File: config.mk
export PLATFORM = sky130hd
export DESIGN_NAME = addend_recover
export DESIGN_NICKNAME = d
export VERILOG_FILES = /design/src/rtl/addend_recover.sv
export SDC_FILE = /design/constraint.sdc
export NUM_CORES = 1
export LEC_CHECK = 0
export ABC_AREA = 0
export BUFFER_PORTS_ARGS = -buffer_cell sky130_fd_sc_hd__buf_4
export CAP_MARGIN = 20
export CORE_AREA = 3 3 116 118
export DETAILED_ROUTE_END_ITERATION = 8
export DIE_AREA = 0 0 119 121
export PLACE_DENSITY = 0.48
export SLEW_MARGIN = 25
export SYNTH_ARGS = -nofsm -noshare
export SYNTH_HDL_FRONTEND = slang
export SYNTH_SLANG_ARGS = --single-unit
File: constraint.sdc
create_clock -name clk -period 2.2 [get_ports clk]
set_input_delay 0.55 -clock clk [delete_from_list [all_inputs] [get_ports clk]]
set_output_delay 0.55 -clock clk [all_outputs]
set_load 0.02 [all_outputs]
File: src/rtl/addend_recover.sv
// addend_recover: recovers B = S - A digit-serially (DIGIT bits/cycle), packs {B,A} interleaved; macro ADDEND_RECOVER_SKID_EN.
// Latency: out_valid rises NDIG edges after the accepting edge; all outputs registered or decoded from state.
// Backpressure: result held stable until out_ready; with ADDEND_RECOVER_SKID_EN one request may queue during HOLD.
module addend_recover #(
  parameter int WIDTH = 12,
  parameter int DIGIT = 2
) (
  input  logic               clk,
  input  logic               rst_n,
  input  logic               in_valid,
  output logic               in_ready,
  input  logic [WIDTH:0]     sum_i,
  input  logic [WIDTH-1:0]   addend_i,
  output logic               out_valid,
  input  logic               out_ready,
  output logic [WIDTH-1:0]   diff_o,
  output logic [2*WIDTH-1:0] pair_o,
  output logic               range_err
);
  localparam int NDIG = WIDTH / DIGIT;
  localparam int CW = (NDIG > 1) ? $clog2(NDIG) : 1;
  localparam logic [CW-1:0] LAST = CW'(NDIG - 1);

  if (WIDTH % DIGIT != 0) begin : g_bad_digit
    $error("addend_recover: DIGIT must divide WIDTH");
  end

  typedef enum logic [1:0] {IDLE = 2'd0, CALC = 2'd1, HOLD = 2'd2} state_t;

  state_t             state_q, state_d;
  logic [CW-1:0]      cnt_q;
  logic               borrow_q;
  logic               s_top_q;
  logic [WIDTH-1:0]   s_q, a_q, b_q;
  logic [WIDTH-1:0]   diff_q;
  logic [2*WIDTH-1:0] pair_q;
  logic               err_q;

  logic               accept, out_fire, last_dig, restart, load, pend_free;
  logic [WIDTH:0]     ld_sum;
  logic [WIDTH-1:0]   ld_add;
  logic [DIGIT:0]     dig;
  logic [WIDTH-1:0]   a_nxt, b_nxt;
  logic [2*WIDTH-1:0] pair_nxt;

  assign accept   = in_valid & in_ready;
  assign out_fire = out_valid & out_ready;
  assign last_dig = (state_q == CALC) && (cnt_q == LAST);
  assign load     = ((state_q == IDLE) && accept) || ((state_q == HOLD) && restart);

`ifdef ADDEND_RECOVER_SKID_EN
  logic             pend_q;
  logic [WIDTH:0]   pend_sum_q;
  logic [WIDTH-1:0] pend_add_q;

  // A request arriving together with the output handshake bypasses the slot.
  always_ff @(posedge clk or negedge rst_n) begin
    if (!rst_n) begin
      pend_q     <= 1'b0;
      pend_sum_q <= '0;
      pend_add_q <= '0;
    end else if (state_q == HOLD) begin
      if (out_fire) begin
        pend_q <= 1'b0;
      end else if (accept) begin
        pend_q     <= 1'b1;
        pend_sum_q <= sum_i;
        pend_add_q <= addend_i;
      end
    end
  end

  assign pend_free = ~pend_q;
  assign restart   = out_fire & (pend_q | accept);
  assign ld_sum    = pend_q ? pend_sum_q : sum_i;
  assign ld_add    = pend_q ? pend_add_q : addend_i;
`else
  assign pend_free = 1'b0;
  assign restart   = 1'b0;
  assign ld_sum    = sum_i;
  assign ld_add    = addend_i;
`endif

  always_ff @(posedge clk or negedge rst_n) begin
    if (!rst_n) state_q <= IDLE;
    else        state_q <= state_d;
  end

  always_comb begin
    state_d = state_q;
    case (state_q)
      IDLE:    if (accept) state_d = CALC;
      CALC:    if (last_dig) state_d = HOLD;
      HOLD:    if (out_fire) state_d = restart ? CALC : IDLE;
      default: state_d = IDLE;
    endcase
  end

  always_comb begin
    in_ready  = 1'b0;
    out_valid = 1'b0;
    case (state_q)
      IDLE: in_ready = 1'b1;
      HOLD: begin
        out_valid = 1'b1;
        in_ready  = pend_free;
      end
      default: ;
    endcase
  end

  // Operands shift right one digit per cycle; A rotates so it is whole again after NDIG steps.
  always_comb begin
    dig      = {1'b0, s_q[DIGIT-1:0]} - {1'b0, a_q[DIGIT-1:0]} - {{DIGIT{1'b0}}, borrow_q};
    b_nxt    = (b_q >> DIGIT) | (WIDTH'(dig[DIGIT-1:0]) << (WIDTH - DIGIT));
    a_nxt    = (a_q >> DIGIT) | (a_q << (WIDTH - DIGIT));
    pair_nxt = '0;
    for (int i = 0; i < WIDTH; i++) begin
      pair_nxt[2*i]   = a_nxt[i];
      pair_nxt[2*i+1] = b_nxt[i];
    end
  end

  always_ff @(posedge clk or negedge rst_n) begin
    if (!rst_n) begin
      cnt_q    <= '0;
      borrow_q <= 1'b0;
      s_top_q  <= 1'b0;
      s_q      <= '0;
      a_q      <= '0;
      b_q      <= '0;
      diff_q   <= '0;
      pair_q   <= '0;
      err_q    <= 1'b0;
    end else if (load) begin
      s_q      <= ld_sum[WIDTH-1:0];
      s_top_q  <= ld_sum[WIDTH];
      a_q      <= ld_add;
      b_q      <= '0;
      borrow_q <= 1'b0;
      cnt_q    <= '0;
    end else if (state_q == CALC) begin
      s_q      <= s_q >> DIGIT;
      a_q      <= a_nxt;
      b_q      <= b_nxt;
      borrow_q <= dig[DIGIT];
      cnt_q    <= cnt_q + 1'b1;
      if (last_dig) begin
        diff_q <= b_nxt;
        pair_q <= pair_nxt;
        // Sum MSB cancels the borrow only when the true difference fits in WIDTH bits.
        err_q  <= s_top_q ^ dig[DIGIT];
      end
    end
  end

  assign diff_o    = diff_q;
  assign pair_o    = pair_q;
  assign range_err = err_q;

endmodule

-- Word level (Yosys, flattened, before mapping)
Cells that the tools add are included.
- register bits after elaboration: 80
- word-level logic and storage cells: 47
- output and inout bits: 39
- eq/ne operators: 6
- multiplexer cells: 16
- reductions and logical operators: 6
- bitwise logic cells: 6
- add/subtract/negate cells: 3
- operators with widths (cell ; number):
    two-way mux 12 bit ; 6
    bitwise OR 10 x 12 -> 12 bit ; 2
    two-way mux 2 bit ; 3
    two-way mux 3 bit ; 2
    inequality test 2 bit (second input constant) ; 3
    case mux 2 bit (3 select lines) ; 1
    AND reduction 3 bit ; 2
    two-way mux 1 bit ; 4
    adder 3 x 1 -> 3 bit (second input constant) ; 1
    == test 3 bit (second input constant) ; 1
    subtractor 2 x 2 -> 3 bit ; 1
    subtractor 3 x 1 -> 3 bit ; 1
    bitwise AND 1 bit ; 2
    == test 2 x 1 -> 1 bit (second input constant) ; 1
    == test 2 bit (second input constant) ; 1
    logical AND 1 bit ; 2
    zero test 2 bit ; 1
    nonzero test 2 bit ; 1
    NOT 1 bit ; 1
    XOR 1 bit ; 1

-- Logic depth before layout (Yosys ltp)
Gate-level depths: netlist of run 1.
- depth in word-level cells: 6
- depth in mapped cells: 8

-- Worst setup path before layout of run 1
Ideal clock, no wire load.
- path type: register to register
- start: register borrow_q
- end: register b_q[11]
- data arrival time: 1784 ps
- buffers on the path: 0
- stages on the path, launching flop included: 8
- setup time: 82 ps
- required time: 2118 ps
- period minus slack after synthesis: 1866 ps
- slack: 334 ps
- cells stage by stage: dfrtp_1 > inv_1 > fa_1 > inv_1 > ha_1 > nor2_1 > fa_1 > o22ai_1
- word-level cells in the longest chain between the ends: 4
- ends and longest elaborated chain (what ; RTL line ; source):
    from (decl) ; 32 ; logic borrow_q;
    from (signal assigned) ; 146 ; borrow_q <= dig[DIGIT];
    subtractor 3 x 1 -> 3 bit ; 114 ; dig = {1'b0, s_q[DIGIT-1:0]} - {1'b0, a_q[DIGIT-1:0]} - {{DIGIT{1'b0}}, borrow_q};
    bitwise OR 10 x 12 -> 12 bit ; 115 ; b_nxt = (b_q >> DIGIT) | (WIDTH'(dig[DIGIT-1:0]) << (WIDTH - DIGIT));
    two-way mux 12 bit ; 142 ; end else if (state_q == CALC) begin
    two-way mux 12 bit ; 135 ; end else if (load) begin
    to (signal assigned) ; 145 ; b_q <= b_nxt;
    to (decl) ; 34 ; logic [WIDTH-1:0] s_q, a_q, b_q;
Every way passes these cells. The select of a mux whose other input is x is not followed.
A chain may end at the register's enable or synchronous reset.

-- Worst setup path after layout of run 1
- start: register a_q[0]
- end: register diff_q[11], in the netlist diff_o[11]
- word-level cells in the longest chain between the ends: 3
- ends and longest elaborated chain (what ; RTL line ; source):
    from (decl) ; 34 ;
    from (signal assigned) ; 138 ; a_q <= ld_add;
    from (signal assigned) ; 144 ; a_q <= a_nxt;
    subtractor 2 x 2 -> 3 bit ; 114 ;
    subtractor 3 x 1 -> 3 bit ; 114 ;
    bitwise OR 10 x 12 -> 12 bit ; 115 ;
    to (signal assigned) ; 149 ; diff_q <= b_nxt;
    to (decl) ; 35 ; logic [WIDTH-1:0] diff_q;
Every way passes these cells.

==> results of run 1 <==
## synth_stat cells (all sizes together)
master and n:
nand2b 2, o31ai 1, dfrtp 66, a21o 1, o21ba 1, fa 2, mux2i 1, mux2 22
o22ai 3, a221oi 1, or2 1, xnor2 2, clkbuf 2, ha 4, nand2 29, nor2 46
inv 9, nand4b 1, buf 25, nor2b 1, o21ai 15, a311o 1, o32ai 21, nor3b 2
## layout make-up
class / instances / area, um^2
fillers: 1300 / 8720
flip-flops and latches: 66 / 1650
multi-input cells: 157 / 1110
repair buffers: 75 / 576
clock buffers: 11 / 243
well taps: 172 / 215
inverters: 9 / 33.8
clock inverters: 3 / 17.5
## logic make-up after synthesis
kind of cell / after synthesis / synth area share, %
fa+ha+maj: 6 / 3.03
flops: 66 / 55.6
xor+xnor: 2 / 0.589
simple gates: 82 / 11.5
compound gates: 44 / 10.8
buf+inv: 36 / 7.20
mux: 23 / 11.3
## metal layers
metal / part of all wire, % / GRT usage (%)
met5: 0 / 0
met4: 1.8 / 4.49
met3: 4.3 / 2.89
met2: 48 / 15.6
met1: 46 / 12.7
## registers in the layout, indices dropped and copies added, names as in the netlist
register and count:
s_q 12, cnt_q 3, pair_o 12, a_q 12, borrow_q 1, diff_o 12, range_err 1, s_top_q 1
b_q 10, state_q 2
## worst max-delay path by stage
stage / cells after the start / slack (ns) / endpoint
floorplan: 7 / 0.33 / b_q[11]$_DFFE_PN0P_
global placement: 7 / 0.29 / b_q[11]$_DFFE_PN0P_
detailed placement: 7 / 0.20 / diff_o[11]$_DFFE_PN0P_
CTS: 6 / 0.18 / diff_o[11]$_DFFE_PN0P_
global route: 7 / 0.07 / diff_o[11]$_DFFE_PN0P_
finish: 6 / 0.20 / diff_o[11]$_DFFE_PN0P_
## power by group through the flow
stage          combinational, W  clock, W  sequential, W
2_1_floorplan           0.00180         0        0.00240
3_3_place_gp            0.00279         0        0.00225
3_5_place_dp            0.00285         0        0.00226
4_1_cts                 0.00287   0.00130        0.00224
5_1_grt                 0.00311   0.00135        0.00232
6_report                0.00282   0.00127        0.00223
## per-stage QoR
stage                     worst slack [ns]  power [W]  hold slack, ns  area (um^2)  cells
after floorplan                      0.334    0.00421           0.254         2970    259
after CTS                            0.181    0.00642           0.381         3840    493
after global placement               0.289    0.00503           0.472         3580    479
after detailed placement             0.202    0.00511           0.480         3580    479
after global routing                0.0750    0.00679           0.418         3840    493
final                                0.202    0.00632           0.349         3840    493
==> impl_metrics.csv, run 1 <==
group,metric,value,unit
run_status,status,"complete, no violations",
die,die_area,14400,um^2
cells_and_area,nets,353,
cts,cts_resized,0,
cells_and_area,layout-drive-gt1-share,35.2,%
placement,port_buffers,67,
setup_path,path_class,"reg2reg",
timing,setup_tns,0,ns
timing,fmax,500,MHz
yosys,yosysTopAreaCell,"dfrtp_1",
timing,worst_clock_skew,0.00699,ns
global_route,grt_max_degree,67,
power_and_ir_drop,swShare,38.0,%
setup_path,cp_num_buf_inv,1,
routing,wl_per_cell,14.1,um
yosys,syn_inst,259,
yosys,synth_seq_area_share,55.6,%
yosys,avgSynthCellArea,11.5,um^2
global_route,globalRoute.totalOverflow,0,
cells_and_area,final_util,30.6,%
global_route,grt_pass1_vias,2202,
global_route,gr-usage-all-layers,9.97,%
yosys,syn_nets,294,
routing,drc,0,
cts,post_cts_buffers,0,
cts,numCtsBuffers,9,
flow_run,drv_cap,0,
cts,cts-root-buf,"clkbuf_16",
setup_path,critPathArrivalTime,2.24,ns
hold_path,hold_path_class,"in2async",
setup_path,r2r_start,"a_q[0]$_DFFE_PN0P_",
placement,gp_congestion,0.733,
timing,slew_headroom,43.1,%
yosys,ys_ff_latch,66,
power_and_ir_drop,vdd_drop_max,0.000505,V
setup_path,r2r_slack,0.20,ns
routing,vias,2082,
routing,initialDrtViolationCount,84,
cells_and_area,antenna_cells,0,
die,num_io_pins,68,
power_and_ir_drop,power_density,1640,nW/um^2
cts,clk_path_buf_depth,2,
global_route,antenna_found_initial,0,
cts,path_clk_slew,0.05,ns
yosys,ys_types,28,
power_and_ir_drop,switchingPower,0.00240,W
power_and_ir_drop,leakage,1.81,nW
die,row_count,41,
die,die_w,119,um
cells_and_area,mostFrequentLayoutCells,"buf_4 (74), dfrtp_1 (66), nor2_1 (46)",
cells_and_area,final_common_cell,"buf_4",
die,initial_core_util,23.7,%
yosys,synth.area.top_cells,"dfrtp_1 (56%), mux2_4 (11%), o32ai_1 (6.2%)",
yosys,synth_warnings,0,
cts,cts_sinks,66,
timing,worstMarginPinSlew,0.854,ns
routing,ant_nets,0,
routing,via_per_inst,4.22,
placement,hpwl,4.65,mm
timing,finalHoldViolCount,0,
cts,tritoncts,"done",
global_route,grt_pass1_wl,11.1,mm
setup_path,worstPathMaxFanout,3,
setup_path,path_common_cell,"fa_1",
setup_path,crit_chain,"inv_1, fa_1, ha_1, nor2_1, fa_1, o21ai_0",
setup_path,critPathMaxStageDelay,0.46,ns
setup_path,crit_required,2.44,ns
timing,period_minus_slack,2.00,ns
power_and_ir_drop,power_frac_comb,44.6,%
cts,cts_hold_buffers,0,
routing,finalWirelength,6.97,mm
setup_path,cp-start-kind,"flip-flop",
setup_path,worstSetupStartpoint,"a_q[0]$_DFFE_PN0P_",
die,core,12600,um^2
power_and_ir_drop,power_frac_clock,20.2,%
setup_path,r2r-end,"diff_o[11]$_DFFE_PN0P_",
timing,finalCritPeriodShare,90.8,%
yosys,synth_top_area_share,55.6,%
cts,h-tree-depth,3,
yosys,syn-cell-area,2970,um^2
routing,first_pass_iters,4,
timing,grt_setup_unrepaired,"false",
timing,finalSetupViolations,0,
setup_path,path_delay_family,"adder cells",
cts,clk-insertion-delay-late,0.33,ns
setup_path,worst_setup_path_end_kind,"flip-flop",
die,die_h,121,um
power_and_ir_drop,seqPwrFrac,35.3,%
cells_and_area,synthToLayoutAreaGrowth,29.3,%
timing,drv_slew,0,
setup_path,crit_slowest_cell,"fa_1",
setup_path,r2r_cells,6,
power_and_ir_drop,p_int,0.00392,W
(Power assumes the default switching activity.)
==> run 2: changes to the inputs <==
==> config.mk (replaced) <==
export PLATFORM = sky130hd
export DESIGN_NAME = addend_recover
export DESIGN_NICKNAME = d
export VERILOG_FILES = /design/src/rtl/addend_recover.sv
export SDC_FILE = /design/constraint.sdc
export NUM_CORES = 1
export LEC_CHECK = 0
export ABC_AREA = 0
export BUFFER_PORTS_ARGS = -buffer_cell sky130_fd_sc_hd__buf_2
export CAP_MARGIN = 20
export CORE_AREA = 3 3 79 81
export DETAILED_ROUTE_END_ITERATION = 8
export DIE_AREA = 0 0 82 84
export PLACE_DENSITY = 0.85
export SYNTH_ARGS = -nofsm -noshare
export SYNTH_HDL_FRONTEND = slang
export SYNTH_SLANG_ARGS = --single-unit
==> impl_metrics.csv, run 2 (synthesis gave the netlist of run 1 again) <==
group,metric,value,unit
global_route,globalRoute.totalOverflow,0,
timing,finalSetupViolations,0,
cells_and_area,antenna_cells,0,
placement,port_buffers,67,
cts,post_cts_buffers,0,
setup_path,worstSetupStartpoint,"borrow_q$_DFFE_PN0P_",
die,die_h,84,um
routing,finalWirelength,6.16,mm
routing,wl_per_cell,15.5,um
setup_path,r2r_start,"borrow_q$_DFFE_PN0P_",
power_and_ir_drop,power_density,1670,nW/um^2
global_route,gr-usage-all-layers,19.5,%
cts,h-tree-depth,3,
cts,tritoncts,"done",
cells_and_area,fin_cells,396,
cts,path_clk_slew,0.07,ns
cells_and_area,nets,354,
timing,finalCritPeriodShare,91.9,%
cts,numCtsBuffers,9,
cells_and_area,final_common_cell,"buf_2",
routing,ant_nets,0,
timing,finalHoldViolCount,0,
timing,worst_slack,0.178,ns
setup_path,r2r-end,"b_q[11]$_DFFE_PN0P_",
die,row_count,27,
setup_path,r2r_cells,7,
setup_path,critPathMaxStageDelay,0.55,ns
power_and_ir_drop,vdd_drop_max,0.000797,V
setup_path,worst_setup_path_end_kind,"flip-flop",
global_route,antenna_found_initial,0,
timing,grt_setup_unrepaired,"false",
cells_and_area,mostFrequentLayoutCells,"buf_2 (67), dfrtp_1 (66), nor2_1 (46)",
cts,clk-insertion-delay-late,0.34,ns
flow_run,drv_cap,0,
setup_path,crit_required,2.46,ns
timing,setup_tns,0,ns
placement,hpwl,4.29,mm
setup_path,cp-start-kind,"flip-flop",
routing,first_pass_iters,4,
cts,clk_path_buf_depth,2,
die,num_io_pins,68,
timing,slew_headroom,40.4,%
cts,cts_resized,0,
timing,worstMarginPinSlew,0.892,ns
timing,worst_clock_skew,0.00559,ns
setup_path,crit_chain,"inv_1, fa_1, inv_1, ha_1, nor2_1, fa_1, o22ai_1",
global_route,grt_pass1_vias,2137,
global_route,grt_pass1_wl,10.1,mm
setup_path,r2r_slack,0.18,ns
timing,fmax,495,MHz
power_and_ir_drop,finalPower,0.00585,W
die,core,5540,um^2
hold_path,hold_path_class,"in2async",
routing,vias,2103,
routing,via_per_inst,5.31,
cts,cts_hold_buffers,0,
cells_and_area,layout-drive-gt1-share,35.2,%
cells_and_area,nFillCells,459,
cells_and_area,synthToLayoutAreaGrowth,18.0,%
setup_path,worstPathMaxFanout,2,
cts,cts_sinks,66,
placement,place_inst,380,
power_and_ir_drop,leakage,1.75,nW
timing,drv_slew,0,
setup_path,crit_slowest_cell,"fa_1",
die,die_area,6890,um^2
routing,initialDrtViolationCount,149,
setup_path,cp_num_buf_inv,2,
run_status,status,"complete, no violations",
setup_path,path_delay_family,"adder cells",
die,die_w,82,um
setup_path,critPathArrivalTime,2.28,ns
routing,drc,0,
die,initial_core_util,53.7,%
placement,gp_congestion,0.780,
placement,place_ws,0.155,ns
global_route,grt_max_degree,31,
timing,period_minus_slack,2.02,ns
setup_path,path_class,"reg2reg",
cts,cts-root-buf,"clkbuf_8",
-- run 2: area by class of cell --
class,count,area (um^2),share of cell area (%)
sequential,66,1650,47.1
multi-input combinational,157,1110,31.6
timing repair buffer,76,428,12.2
clock buffer,14,163,4.64
tap,72,90.1,2.57
clock inverter,2,35.0,0.999
inverter,9,33.8,0.963
-- run 2: metrics by stage --
stage | area, um^2 | utilization (%) | hold slack (ns)
after floorplan | 2970 | - | 0.254
after global placement | 3310 | 59.8 | 0.466
after detailed placement | 3310 | 59.8 | 0.477
after CTS | 3510 | 63.3 | 0.245
after global routing | 3510 | 63.3 | 0.271
final | 3510 | 63.3 | 0.238
-- run 2: report_power, final --
| group | internal [W] | total (W) | leakage [nW] | switching, W |
|---|---|---|---|---|
| clock network | 0.000586 | 0.00102 | 0.101 | 0.000438 |
| registers | 0.00180 | 0.00221 | 0.789 | 0.000414 |
| logic | 0.00115 | 0.00262 | 0.864 | 0.00147 |
-- run 2: routing by layer --
| layer | global-route usage, % | vias to the layer above | routed length [um] |
|---|---|---|---|
| met1 | 24.9 | 1025 | 2610 |
| li1 | - | 997 | - |
| met5 | 0 | - | 0 |
| met2 | 29.4 | 68 | 3030 |
| met4 | 11.5 | 0 | 147 |
| met3 | 4.97 | 13 | 372 |
-- run 2: how the worst max path moves through the flow --
| stage | endpoint | slack (ns) | cells after the start |
|---|---|---|---|
| 2_1_floorplan | b_q[11]$_DFFE_PN0P_ | 0.33 | 7 |
| 3_3_place_gp | b_q[11]$_DFFE_PN0P_ | 0.31 | 7 |
| 3_5_place_dp | diff_o[11]$_DFFE_PN0P_ | 0.15 | 7 |
| 4_1_cts | diff_o[11]$_DFFE_PN0P_ | 0.16 | 7 |
| 5_1_grt | diff_o[11]$_DFFE_PN0P_ | 0.02 | 7 |
| 6_report | b_q[11]$_DFFE_PN0P_ | 0.18 | 7 |
==> run 3: changes to the inputs <==
--- a/config.mk
+++ b/config.mk
@@ -8,10 +8,10 @@
 export ABC_AREA = 0
 export BUFFER_PORTS_ARGS = -buffer_cell sky130_fd_sc_hd__buf_2
 export CAP_MARGIN = 20
-export CORE_AREA = 3 3 79 81
+export CORE_AREA = 2 2 78 80
 export DETAILED_ROUTE_END_ITERATION = 8
-export DIE_AREA = 0 0 82 84
-export PLACE_DENSITY = 0.85
+export DIE_AREA = 0 0 80 82
+export PLACE_DENSITY_LB_ADDON = 0.3
 export SYNTH_ARGS = -nofsm -noshare
 export SYNTH_HDL_FRONTEND = slang
 export SYNTH_SLANG_ARGS = --single-unit
==> impl_metrics.csv, run 3 (synthesis gave the netlist of run 1 again) <==
group,metric,value,unit
run_status,status,"complete, no violations",
cells_and_area,mostFrequentLayoutCells,"buf_2 (67), dfrtp_1 (66), nor2_1 (46)",
timing,slew_headroom,53.8,%
setup_path,worst_setup_path_end_kind,"flip-flop",
timing,finalCritPeriodShare,88.0,%
hold_path,hold_path_class,"in2async",
routing,wl_per_cell,14.1,um
timing,grt_setup_unrepaired,"false",
power_and_ir_drop,seqPwrFrac,38.0,%
cells_and_area,layout-drive-gt1-share,35.2,%
die,die_w,80,um
power_and_ir_drop,switchingPower,0.00226,W
routing,first_pass_iters,4,
setup_path,path_delay_family,"adder cells",
cells_and_area,seqCellArea,1650,um^2
cts,cts-root-buf,"clkbuf_8",
timing,setup_tns,0,ns
setup_path,cp-start-kind,"flip-flop",
cells_and_area,nFillCells,505,
placement,hpwl,3.86,mm
routing,finalWirelength,5.64,mm
power_and_ir_drop,leakage,1.75,nW
routing,vias,2068,
placement,gp_congestion,0.774,
cts,numCtsBuffers,9,
timing,finalSetupViolations,0,
setup_path,cp_num_buf_inv,2,
power_and_ir_drop,power_frac_comb,44.4,%
setup_path,crit_chain,"inv_1, fa_1, inv_1, ha_1, nor2_1, fa_1, o22ai_1",
die,initial_core_util,51.7,%
global_route,gr-usage-all-layers,18.7,%
routing,initialDrtViolationCount,153,
power_and_ir_drop,swShare,39.0,%
routing,drc,0,
routing,ant_nets,0,
cts,tritoncts,"done",
cts,clk-insertion-delay-late,0.34,ns
global_route,globalRoute.totalOverflow,0,
power_and_ir_drop,power_density,1650,nW/um^2
cts,cts_sinks,66,
die,die_area,6560,um^2
setup_path,crit_cells,7,
power_and_ir_drop,p_int,0.00353,W
timing,worst_clock_skew,0.00818,ns
timing,drv_slew,0,
placement,place_inst,383,
die,num_io_pins,68,
setup_path,crit_required,2.46,ns
timing,fmax,516,MHz
power_and_ir_drop,vdd_drop_max,0.000722,V
cells_and_area,synthToLayoutAreaGrowth,18.1,%
global_route,antenna_found_initial,0,
placement,port_buffers,67,
setup_path,r2r_cells,7,
global_route,grt_pass1_wl,9.14,mm
routing,via_per_inst,5.18,
cells_and_area,multiInputGateArea,1110,um^2
placement,placed_area,3310,um^2
die,row_count,28,
die,die_h,82,um
timing,worstMarginPinSlew,0.692,ns
setup_path,crit_slowest_cell,"fa_1",
cts,h-tree-depth,3,
power_and_ir_drop,power_frac_clock,17.7,%
timing,period_minus_slack,1.94,ns
setup_path,path_class,"reg2reg",
cells_and_area,final_common_cell,"buf_2",
setup_path,critPathArrivalTime,2.19,ns
die,core,5750,um^2
flow_run,drv_cap,0,
cts,post_cts_buffers,0,
cts,cts_resized,0,
timing,finalHoldViolCount,0,
global_route,grt_pass1_vias,1937,
cts,cts_hold_buffers,0,
setup_path,endpoint,"b_q[11]$_DFFE_PN0P_",
setup_path,r2r_start,"borrow_q$_DFFE_PN0P_",
setup_path,worstSetupStartpoint,"borrow_q$_DFFE_PN0P_",
setup_path,worstPathMaxFanout,2,
cells_and_area,fin_cells,399,
cells_and_area,final_util,61.1,%
setup_path,r2r-end,"b_q[11]$_DFFE_PN0P_",
global_route,grt_max_degree,31,
cells_and_area,antenna_cells,0,
timing,whs,0.198,ns
cts,clk_path_buf_depth,2,
cells_and_area,nets,354,
cts,path_clk_slew,0.07,ns
setup_path,r2r_slack,0.26,ns
cells_and_area,final_cell_area,3510,um^2
setup_path,critPathMaxStageDelay,0.56,ns
==> run 3: cell counts in the layout (fill, tap and decap cells not counted) <==
No cell type changed its count.
==> run 3: final cells by class <==
cell class,instances,area share [%]
Clock buffer,14,4.63
Clock inverter,2,0.998
Inverter,9,0.962
Multi-Input combinational cell,157,31.5
Sequential cell,66,47.0
Tap cell,75,2.67
Timing Repair Buffer,76,12.2
==> run 3: stage by stage <==
step           power, W  setup slack [ns]
2_1_floorplan   0.00421             0.334
6_report        0.00579             0.263
3_5_place_dp    0.00482             0.259
4_1_cts         0.00585             0.240
3_3_place_gp    0.00473             0.309
5_1_grt         0.00621            0.0644
==> run 3: worst min-delay path by stage <==
stage,endpoint,slack [ns],cells past startpoint
2_1_floorplan,a_q[0]$_DFFE_PN0P_,0.25,0
3_3_place_gp,pair_o[20]$_DFFE_PN0P_,0.47,2
3_5_place_dp,pair_o[20]$_DFFE_PN0P_,0.47,2
4_1_cts,diff_o[0]$_DFFE_PN0P_,0.20,1
5_1_grt,s_q[7]$_DFFE_PN0P_,0.23,1
6_report,s_q[9]$_DFFE_PN0P_,0.20,1
==> run 3: power groups by stage <==
stage / registers [W] / clock network (W) / logic, W
after floorplan: 0.00240 / 0 / 0.00180
after global placement: 0.00220 / 0 / 0.00253
after detailed placement: 0.00223 / 0 / 0.00259
after CTS: 0.00220 / 0.00105 / 0.00260
after global routing: 0.00227 / 0.00110 / 0.00284
final: 0.00220 / 0.00102 / 0.00257
==> run 3: layer usage <==
layer | vias to the layer above | global-route usage [%] | share of wire [%]
li1 | 999 | - | -
met1 | 1003 | 24.7 | 46
met2 | 53 | 27.4 | 47
met3 | 13 | 5.27 | 5.2
met4 | 0 | 11.2 | 2.6
met5 | - | 0 | 0
